$ cat src/rtl/calc_key_pkg.sv
// rtl/calc_key_pkg.sv - key codes, scan FSM states and [col][row] keymap lookup
package calc_key_pkg;

  localparam logic [3:0] KEY_0    = 4'h0;
  localparam logic [3:0] KEY_1    = 4'h1;
  localparam logic [3:0] KEY_2    = 4'h2;
  localparam logic [3:0] KEY_3    = 4'h3;
  localparam logic [3:0] KEY_4    = 4'h4;
  localparam logic [3:0] KEY_5    = 4'h5;
  localparam logic [3:0] KEY_6    = 4'h6;
  localparam logic [3:0] KEY_7    = 4'h7;
  localparam logic [3:0] KEY_8    = 4'h8;
  localparam logic [3:0] KEY_9    = 4'h9;
  localparam logic [3:0] KEY_A    = 4'hA;
  localparam logic [3:0] KEY_B    = 4'hB;
  localparam logic [3:0] KEY_C    = 4'hC;
  localparam logic [3:0] KEY_D    = 4'hD;
  localparam logic [3:0] KEY_HASH = 4'hE;
  localparam logic [3:0] KEY_STAR = 4'hF;

  typedef enum logic [1:0] {
    SCAN     = 2'd0,
    DEBOUNCE = 2'd1,
    PRESSED  = 2'd2,
    RELEASE  = 2'd3
  } scan_state_t;

  function automatic logic [3:0] key_lookup(input logic [1:0] col, input logic [1:0] row);
    logic [3:0] code;
    case ({row, col})
      4'h0:    code = KEY_1;
      4'h1:    code = KEY_2;
      4'h2:    code = KEY_3;
      4'h3:    code = KEY_A;
      4'h4:    code = KEY_4;
      4'h5:    code = KEY_5;
      4'h6:    code = KEY_6;
      4'h7:    code = KEY_B;
      4'h8:    code = KEY_7;
      4'h9:    code = KEY_8;
      4'hA:    code = KEY_9;
      4'hB:    code = KEY_C;
      4'hC:    code = KEY_STAR;
      4'hD:    code = KEY_0;
      4'hE:    code = KEY_HASH;
      default: code = KEY_D;
    endcase
    return code;
  endfunction

  // True when exactly one of the four active-low lines is asserted.
  function automatic logic one_cold(input logic [3:0] v);
    return (v == 4'hE) || (v == 4'hD) || (v == 4'hB) || (v == 4'h7);
  endfunction

  function automatic logic [1:0] cold_index(input logic [3:0] v);
    logic [1:0] idx;
    case (v)
      4'hD:    idx = 2'd1;
      4'hB:    idx = 2'd2;
      4'h7:    idx = 2'd3;
      default: idx = 2'd0;
    endcase
    return idx;
  endfunction

endpackage

$ cat src/rtl/keypad_scanner_if.sv
// rtl/keypad_scanner_if.sv - keypad matrix lines and encoded key outputs
interface keypad_scanner_if;
  logic [3:0] row_in;
  logic [3:0] col_out;
  logic [3:0] key_code;
  logic       key_valid;
  logic       key_held;

  modport master (input row_in, output col_out, key_code, key_valid, key_held);
  modport slave  (output row_in, input col_out, key_code, key_valid, key_held);
endinterface

$ cat src/rtl/scan_tick_gen.sv
// rtl/scan_tick_gen.sv - free-running prescaler, one-clk tick every DIV clks
module scan_tick_gen #(
  parameter int DIV = 1000
) (
  input  logic clk,
  input  logic rst,
  output logic tick
);
  localparam int             CW   = $clog2(DIV);
  localparam logic [CW-1:0]  LAST = CW'(DIV - 1);

  logic [CW-1:0] cnt;

  always_ff @(posedge clk) begin
    if (rst) begin
      cnt  <= '0;
      tick <= 1'b0;
    end else begin
      tick <= (cnt == LAST);
      cnt  <= (cnt == LAST) ? '0 : cnt + 1'b1;
    end
  end
endmodule

$ cat src/rtl/keypad_scanner.sv
// rtl/keypad_scanner.sv - 4x4 keypad scan/debounce/encode; KEY_REPEAT_EN adds auto-repeat
module keypad_scanner
  import calc_key_pkg::*;
#(
  parameter int SCAN_DIV     = 1000,
  parameter int DEBOUNCE_CNT = 8,
  parameter int REPEAT_TICKS = 250
) (
  input  logic               clk,
  input  logic               rst,
  keypad_scanner_if.master   kif
);
  localparam int            CW      = $clog2(DEBOUNCE_CNT + 1);
  localparam logic [CW-1:0] DB_LAST = CW'(DEBOUNCE_CNT - 1);

  if (SCAN_DIV < 2 || DEBOUNCE_CNT < 1 || REPEAT_TICKS < 1) begin : g_bad_param
    $error("keypad_scanner: parameter out of range");
  end

  logic          tick;
  logic [3:0]    rs_meta, rs, latched;
  logic [CW-1:0] cnt;
  scan_state_t   state;
  logic [3:0]    col_out_r, key_code_r;
  logic          key_valid_r, key_held_r;

`ifdef KEY_REPEAT_EN
  localparam int            RW       = $clog2(REPEAT_TICKS + 1);
  localparam logic [RW-1:0] REP_LAST = RW'(REPEAT_TICKS - 1);
  logic [RW-1:0] rep_cnt;
`endif

  scan_tick_gen #(.DIV(SCAN_DIV)) u_tick (
    .clk  (clk),
    .rst  (rst),
    .tick (tick)
  );

  always_ff @(posedge clk) begin
    if (rst) begin
      rs_meta <= 4'hF;
      rs      <= 4'hF;
    end else begin
      rs_meta <= kif.row_in;
      rs      <= rs_meta;
    end
  end

  always_ff @(posedge clk) begin
    if (rst) begin
      state       <= SCAN;
      cnt         <= '0;
      latched     <= 4'hF;
      col_out_r   <= 4'b1110;
      key_code_r  <= 4'h0;
      key_valid_r <= 1'b0;
      key_held_r  <= 1'b0;
`ifdef KEY_REPEAT_EN
      rep_cnt     <= '0;
`endif
    end else begin
      key_valid_r <= 1'b0;
`ifdef KEY_REPEAT_EN
      // Counter only runs in PRESSED, so every entry into PRESSED restarts it.
      if (state != PRESSED) rep_cnt <= '0;
`endif
      if (tick) begin
        unique case (state)
          SCAN: begin
            if (one_cold(rs)) begin
              latched <= rs;
              if (DEBOUNCE_CNT == 1) begin
                state       <= PRESSED;
                key_code_r  <= key_lookup(cold_index(col_out_r), cold_index(rs));
                key_valid_r <= 1'b1;
                key_held_r  <= 1'b1;
              end else begin
                cnt   <= CW'(1);
                state <= DEBOUNCE;
              end
            end else begin
              col_out_r <= {col_out_r[2:0], col_out_r[3]};
            end
          end
          DEBOUNCE: begin
            if (rs == latched) begin
              if (cnt == DB_LAST) begin
                state       <= PRESSED;
                cnt         <= '0;
                key_code_r  <= key_lookup(cold_index(col_out_r), cold_index(latched));
                key_valid_r <= 1'b1;
                key_held_r  <= 1'b1;
              end else begin
                cnt <= cnt + 1'b1;
              end
            end else begin
              state     <= SCAN;
              cnt       <= '0;
              col_out_r <= {col_out_r[2:0], col_out_r[3]};
            end
          end
          PRESSED: begin
            if (rs == 4'hF) begin
              if (DEBOUNCE_CNT == 1) begin
                state      <= SCAN;
                key_held_r <= 1'b0;
                col_out_r  <= {col_out_r[2:0], col_out_r[3]};
              end else begin
                state <= RELEASE;
                cnt   <= CW'(1);
              end
            end
`ifdef KEY_REPEAT_EN
            else if (rep_cnt == REP_LAST) begin
              key_valid_r <= 1'b1;
              rep_cnt     <= '0;
            end else begin
              rep_cnt <= rep_cnt + 1'b1;
            end
`endif
          end
          RELEASE: begin
            if (rs == 4'hF) begin
              if (cnt == DB_LAST) begin
                state      <= SCAN;
                cnt        <= '0;
                key_held_r <= 1'b0;
                col_out_r  <= {col_out_r[2:0], col_out_r[3]};
              end else begin
                cnt <= cnt + 1'b1;
              end
            end else if (rs == latched) begin
              state <= PRESSED;
              cnt   <= '0;
            end
          end
        endcase
      end
    end
  end

  assign kif.col_out   = col_out_r;
  assign kif.key_code  = key_code_r;
  assign kif.key_valid = key_valid_r;
  assign kif.key_held  = key_held_r;
endmodule

$ cat src/flat_wrapper.sv
// flat-port wrapper written by rule: the top's interface ports become plain ports
module keypad_scanner_flat import calc_key_pkg::*;
#(
  parameter int SCAN_DIV     = 1000,
  parameter int DEBOUNCE_CNT = 8,
  parameter int REPEAT_TICKS = 250
)
  (clk, rst, kif_row_in, kif_col_out, kif_key_code, kif_key_valid, kif_key_held);
  keypad_scanner_if kif_i ();
  input  logic clk;
  input  logic rst;
  input wire logic [$bits(kif_i.row_in)-1:0] kif_row_in;
  output wire logic [$bits(kif_i.col_out)-1:0] kif_col_out;
  output wire logic [$bits(kif_i.key_code)-1:0] kif_key_code;
  output wire logic [$bits(kif_i.key_valid)-1:0] kif_key_valid;
  output wire logic [$bits(kif_i.key_held)-1:0] kif_key_held;
  assign kif_i.row_in = kif_row_in;
  assign kif_col_out = kif_i.col_out;
  assign kif_key_code = kif_i.key_code;
  assign kif_key_valid = kif_i.key_valid;
  assign kif_key_held = kif_i.key_held;
  keypad_scanner #(.SCAN_DIV(SCAN_DIV), .DEBOUNCE_CNT(DEBOUNCE_CNT), .REPEAT_TICKS(REPEAT_TICKS)) u_core (.clk(clk), .rst(rst), .kif(kif_i));
endmodule
$ cat config.mk
export PLATFORM = sky130hd
export DESIGN_NAME = keypad_scanner_flat
export DESIGN_NICKNAME = d
export VERILOG_FILES = /design/src/rtl/calc_key_pkg.sv /design/src/rtl/keypad_scanner_if.sv /design/src/rtl/scan_tick_gen.sv /design/src/rtl/keypad_scanner.sv /design/src/flat_wrapper.sv
export SDC_FILE = /design/constraint.sdc
export NUM_CORES = 1
export LEC_CHECK = 0
export ABC_AREA = 1
export BUFFER_PORTS_ARGS = -buffer_cell sky130_fd_sc_hd__buf_2
export CAP_MARGIN = 20
export CORE_ASPECT_RATIO = 0.7
export CORE_MARGIN = 1
export CORE_UTILIZATION = 25
export CTS_CLUSTER_SIZE = 10
export DETAILED_ROUTE_END_ITERATION = 12
export SYNTH_ARGS = -nofsm -noshare
export SYNTH_HDL_FRONTEND = slang
export SYNTH_HIERARCHICAL = 1
export SYNTH_SLANG_ARGS = --single-unit
$ cat constraint.sdc
create_clock -name clk -period 4.7 [get_ports clk]
set_input_delay 0.235 -clock clk [delete_from_list [all_inputs] [get_ports clk]]
set_output_delay 0.235 -clock clk [all_outputs]
set_load 0.005 [all_outputs]
[Word level (Yosys, flattened, before mapping)]
Memories as Yosys holds them, arrays and structs flattened. A register that Yosys moved wholly into a read port is not among the register bits.
Cells that the tools add are included.
Word-level totals
  register bits: 35
  bits in read-only memories: 64
  input port bits: 6
  output and inout bits: 10
  logic and storage cells: 96
  memories kept: 1
Operators by class
  $add $sub $neg: 2
  equal/unequal tests: 28
  muxes and demuxes: 38
  bitwise logic cells: 3
  reductions and logical operators: 14
Memories
  (no name shown): depth 16, width 4, rd ports 1, clocked after Yosys merged registers in 1, wr ports 0, line calc_key_pkg.sv:30  | case ({row, col})
Operators by type and width (number)
  4-bit two-way mux: 10
  2-bit two-way mux: 17
  4-bit equality test, second input constant: 8
  6-bit AND reduction: 3
  4-bit by 3-bit equality test with 1-bit output, second input constant: 4
  4-bit one-hot mux with 4 select lines: 1
  2-bit by 1-bit inequality test with 1-bit output, second input constant: 6
  2-bit one-hot mux with 3 select lines: 2
  4-bit one-hot mux with 3 select lines: 1
  10-bit by 1-bit adder with 10-bit output, second input constant: 1
  10-bit equality test, second input constant: 1
  2-bit one-hot mux with 4 select lines: 1
  4-bit AND reduction: 2
  1-bit two-way mux: 5
  4-bit by 1-bit adder with 4-bit output, second input constant: 1
  2-bit equality test, second input constant: 2
  4-bit equality test: 1
  2-bit inequality test, second input constant: 2
  4-bit OR reduction: 1
  1-bit logical OR: 3
  3-bit by 1-bit inequality test with 1-bit output, second input constant: 1
  3-bit by 2-bit inequality test with 1-bit output, second input constant: 1
  3-bit inequality test, second input constant: 1
  1-bit inverter: 3
  7 further kinds: 7

[Longest topological paths before layout]
  word-level depth: 7
  gate-level depth with buffers: 13
  mapped depth without buffers: 13

[By module]
The synthesis kept the hierarchy.
Modules (own cells, without submodules)
  keypad_scanner: instances 1, cells each 227, area an instance 1571.5 sq um, seq. area each 560.5 sq um
  scan_tick_gen: instances 1, cells each 70, area an instance 518.0 sq um, seq. area each 220.2 sq um

[Worst setup path before layout]
Ideal clock, no wire load.
  path type: register to register
  start: register u_core.col_out_r[2] (netlist: u_core/kif.col_out[2])
  end: register u_core.key_code_r[1] (netlist: u_core/kif.key_code[1])
  setup time: 117 ps
  arrival: 1665 ps
  data required time: 4583 ps
  path slack: 2918 ps
  cell stages (with the launch flop): 11
  path buffers: 0
  path through: dfxtp_1 -> nand2_1 -> o31ai_1 -> inv_1 -> ha_1 -> inv_1 -> nand2_1 -> a21oi_1 -> a21oi_2 -> nor2_1 -> nor2_1
Between the ends
  longest elaborated chain between the ends: 7
Ends and longest elaborated chain
  from (decl): line keypad_scanner.sv:24  | logic [3:0] col_out_r, key_code_r;
  from (signal assigned): line keypad_scanner.sv:82  | col_out_r <= {col_out_r[2:0], col_out_r[3]};
  from (signal assigned): line keypad_scanner.sv:99  | col_out_r <= {col_out_r[2:0], col_out_r[3]};
  from (signal assigned): line keypad_scanner.sv:107  | col_out_r <= {col_out_r[2:0], col_out_r[3]};
  4-bit by 3-bit equality test with 1-bit output or 4-bit equality test (tied branches): line calc_key_pkg.sv:58  | case (v)
  2-bit one-hot mux with 3 select lines (*): line calc_key_pkg.sv:58
  2-bit two-way mux (*): line keypad_scanner.sv:87  | if (cnt == DB_LAST) begin
  2-bit two-way mux (*): line keypad_scanner.sv:86  | if (rs == latched) begin
  2-bit two-way mux (*): line keypad_scanner.sv:68  | unique case (state)
  2-bit two-way mux (*): line keypad_scanner.sv:67  | if (tick) begin
  2-bit two-way mux (*): line keypad_scanner.sv:50  | if (rst) begin
  to (decl): line keypad_scanner.sv:24
Mark *: on every way between the ends. The rest lies on a longest branch, timed or not. The select of a mux whose other input is x is not followed.
A chain may end at the register's enable or synchronous reset.

[Worst setup path in the final report]
  start: register u_core.col_out_r[3] (netlist: u_core/kif.col_out[3])
  end: register u_core.key_code_r[1] (netlist: u_core/kif.key_code[1])
The elaborated chain is that of the path after synthesis.

==> key figures <==
Logic synthesis
  • Gate Count Post-Synth: 297
  • EDFF count, synth: 0
  • Simple-gate share of the synthesized area: 0.3796
  • Synth Area in Adders: 0.05389
  • Top post-synthesis cells by count: nand2_1, dfxtp_1, inv_1
  • Top_reg_cell synth: dfxtp_1
  • Cell Area, Synth: 2090 um^2
  • Xor and xnor area share after synthesis: 0.02515
  • Yosys reg bits: 39
  • Post-synthesis async set-or-reset flop share: 0
  • Ranking of synthesized cells by area: dfxtp_1, nand2_1, inv_1, nor2_1, ha_1
  • Count leader, synth: nand2_1
  • Main combinational cell family by area after synthesis: simple AND/OR/NAND/NOR gates
  • Syn Area/Cell: 7.035 um^2
  • Post-synthesis sequential area ratio: 0.3737
  • Synth cell types: 33
  • Synth Area in Compound Gates: 0.08802
  • Yosys warns: 6
  • Area leader, netlist: dfxtp_1
  • Yosys top cell area share: 0.3737
  • Syn Nets: 312
  • Mux cell area share after synthesis: 0

Critical path
  • Nature of the critical path startpoint: flip-flop
  • Crit path DAT: 2220 ps
  • Class of the most critical setup path: reg -> reg
  • Critical path data required time: 4870 ps
  • Setup crit end kind: flip-flop
  • Critical path peak fanout: 6

Clock network
  • H-tree levels: 2
  • # Post-CTS Setup Buffers: 0
  • CTS max path bufs: 2
  • CTS resizes: 0
  • Clock Latency Late Sink: 280 ps
  • CTS tree: done
  • Clock root buffer: clkbuf_16
  • Num CTS Buffers: 5
  • Reg clk slew, reported paths: 50 ps
  • Clock Sink Count: 39
  • CTS Hold Buffers Added: 0

Die
  • Initial Util: 0.2621
  • Cell Rows: 27
  • Die Y: 78.49 um
  • Die width: 111.3 um
  • Placeable Area: 7973 um^2
  • IO Pins: 16
  • Die area: 8734 um^2

Detailed routing
  • Drc violations: 2
  • Vias: 1828
  • First DRT Iteration DRCs: 63
  • DR pass1 iterations: 8
  • Final ANT Viol Nets: 0
  • Avg Vias per Cell: 4.363
  • Routed WL: 4429 um
  • Post-detailed-route wirelength per cell: 10.57 um

Global route
  • First-pass GRT wire length: 7624 um
  • Grt ovf: 0
  • Global routing usage on met3: 0.02085
  • GRT Total Usage: 0.1079
  • Grt met2 use: 0.1656
  • Largest net degree at the start of global routing: 17
  • Number of global-route vias before repair: 1734
  • Initial antenna violation count: 0
  • GR peak layer: met2
  • Met1 Track Usage GR: 0.1449

Hold path
  • Worst Hold Class: in -> reg

Finish
  • Share of post-route cells with drive strength above 1: 0.1824
  • Number of diodes: 0
  • Nets@finish: 332
  • Area Growth Syn to Fin: 15.81%
  • Design Area, Final: 2420 um^2

Timing
  • Final setup vio count: 0
  • Slew Limit Fails: 0
  • Final Hold Vio Count: 0
  • Setup slack after layout: 2647 ps
  • Hold WS: 137.1 ps
  • F_max: 487.1 MHz
  • Clock Skew: 5.324 ps
  • Fin crit share: 0.4368
  • Fin crit period: 2053 ps
  • Worst Max-Slew Pin Slew: 744.7 ps
  • RSZ-0062 raised after global routing: false
  • Final setup TNS: 0 ps
  • Slew headroom: 0.4993

Place
  • Pre-CTS WS: 2650 ps
  • Port bufs: 15
  • Routability cong.: 0.9070
  • HPWL after DPL: 3284 um
  • Area after DPL: 2282 um^2

Power and ir drop
  • Final Power: 698.3 uW
  • Power per cell area: 288.6 nW/um^2
  • Worst VDD drop: 133.5 uV
  • Leakage Power: 0.001190 uW

Run
  • Max Cap Violations: 0

Outcome
  • Failing checks: design-rule violations
  • Status: finished with violations
## critical path, stage by stage (launching register included)
cell     delay (ps)
dfxtp_1         390
nand2_1          90
o31ai_1         620
inv_1           180
ha_1            230
inv_1            50
nand2_1          50
a21oi_1         160
a21oi_2          40
nor2_1           80
nor2_1           40
## area by class of cell
| class | instances | area [um^2] |
|---|---|---|
| clock buffer | 7 | 132.6 |
| clock inverter | 1 | 5.005 |
| fill | 867 | 5553 |
| inverter | 42 | 157.7 |
| multi-input combinational | 214 | 1142 |
| sequential | 39 | 780.7 |
| tap | 101 | 126.4 |
| timing repair buffer | 15 | 75.07 |
## flip-flops by register name (all words and copies together), names as in the netlist, 2 cells and up
signal	cells
u_core/cnt	4
u_core/kif.col_out	4
u_core/kif.key_code	4
u_core/latched	4
u_core/rs	4
u_core/rs_meta	4
u_core/state	2
u_core/u_tick/cnt	10
## cells by family after synthesis
logic type / after synthesis
xor gates and xnor gates: 6
buffers and inverters: 44
DFF: 39
and+or+nand+nor: 169
adders and majority gates: 9
AOI/OAI and AO/OA: 30
## path summary, 6_finish.rpt
kind,from,end,slack (ps),depth (start not counted)
setup / recovery,u_core/kif.col_out[3],u_core/kif.key_code[1],2650,10
hold / removal,kif_row_in[3],u_core/rs_meta[3],140,2
setup reg to reg,u_core/kif.col_out[3],u_core/kif.key_code[1],2650,10
hold reg to reg,u_core/rs_meta[0],u_core/rs[0],420,1
## stage by stage
| step | utilization | std cells |
|---|---|---|
| detailed placement | 0.2863 | 411 |
| floorplan | - | 297 |
| finish | 0.3035 | 419 |
| global route | 0.3035 | 419 |
| CTS | 0.3035 | 419 |
| global placement | 0.2863 | 411 |
## placed cells by master (no fill, tap or decap), drive strengths merged
cell type,Yosys,routed
nand4,3,3
a21oi,11,11
nor3,5,5
inv,42,42
buf,1,15
o31ai,1,1
o21a,1,1
or2,9,9
dfxtp,39,39
nand3b,1,1
a31oi,1,1
nand2,80,80
o211ai,6,6
xor2,2,2
xnor2,4,4
nand3,22,22
o21ai,10,10
ha,9,9
nor4,2,2
nor2,47,47
clkinv,0,1
clkbuf,1,7
## report_power, final
| part | internal, uW | switching, uW | leakage (uW) | total [uW] |
|---|---|---|---|---|
| sequential | 336 | 4.52 | 0.000317 | 341 |
| clock | 196 | 131 | 0.0000679 | 327 |
| combinational | 10.5 | 20.3 | 0.000805 | 30.8 |
| total | 543 | 156 | 0.00119 | 698 |
## layer usage
| layer | wire [um] | up-vias | part of all wire |
|---|---|---|---|
| met5 | 0 | - | 0 |
| met4 | 65 | 0 | 0.015 |
| met3 | 134 | 7 | 0.030 |
| met2 | 1768 | 32 | 0.40 |
| met1 | 2460 | 811 | 0.56 |
| li1 | - | 978 | - |
Power figures use the tool's default switching activity.
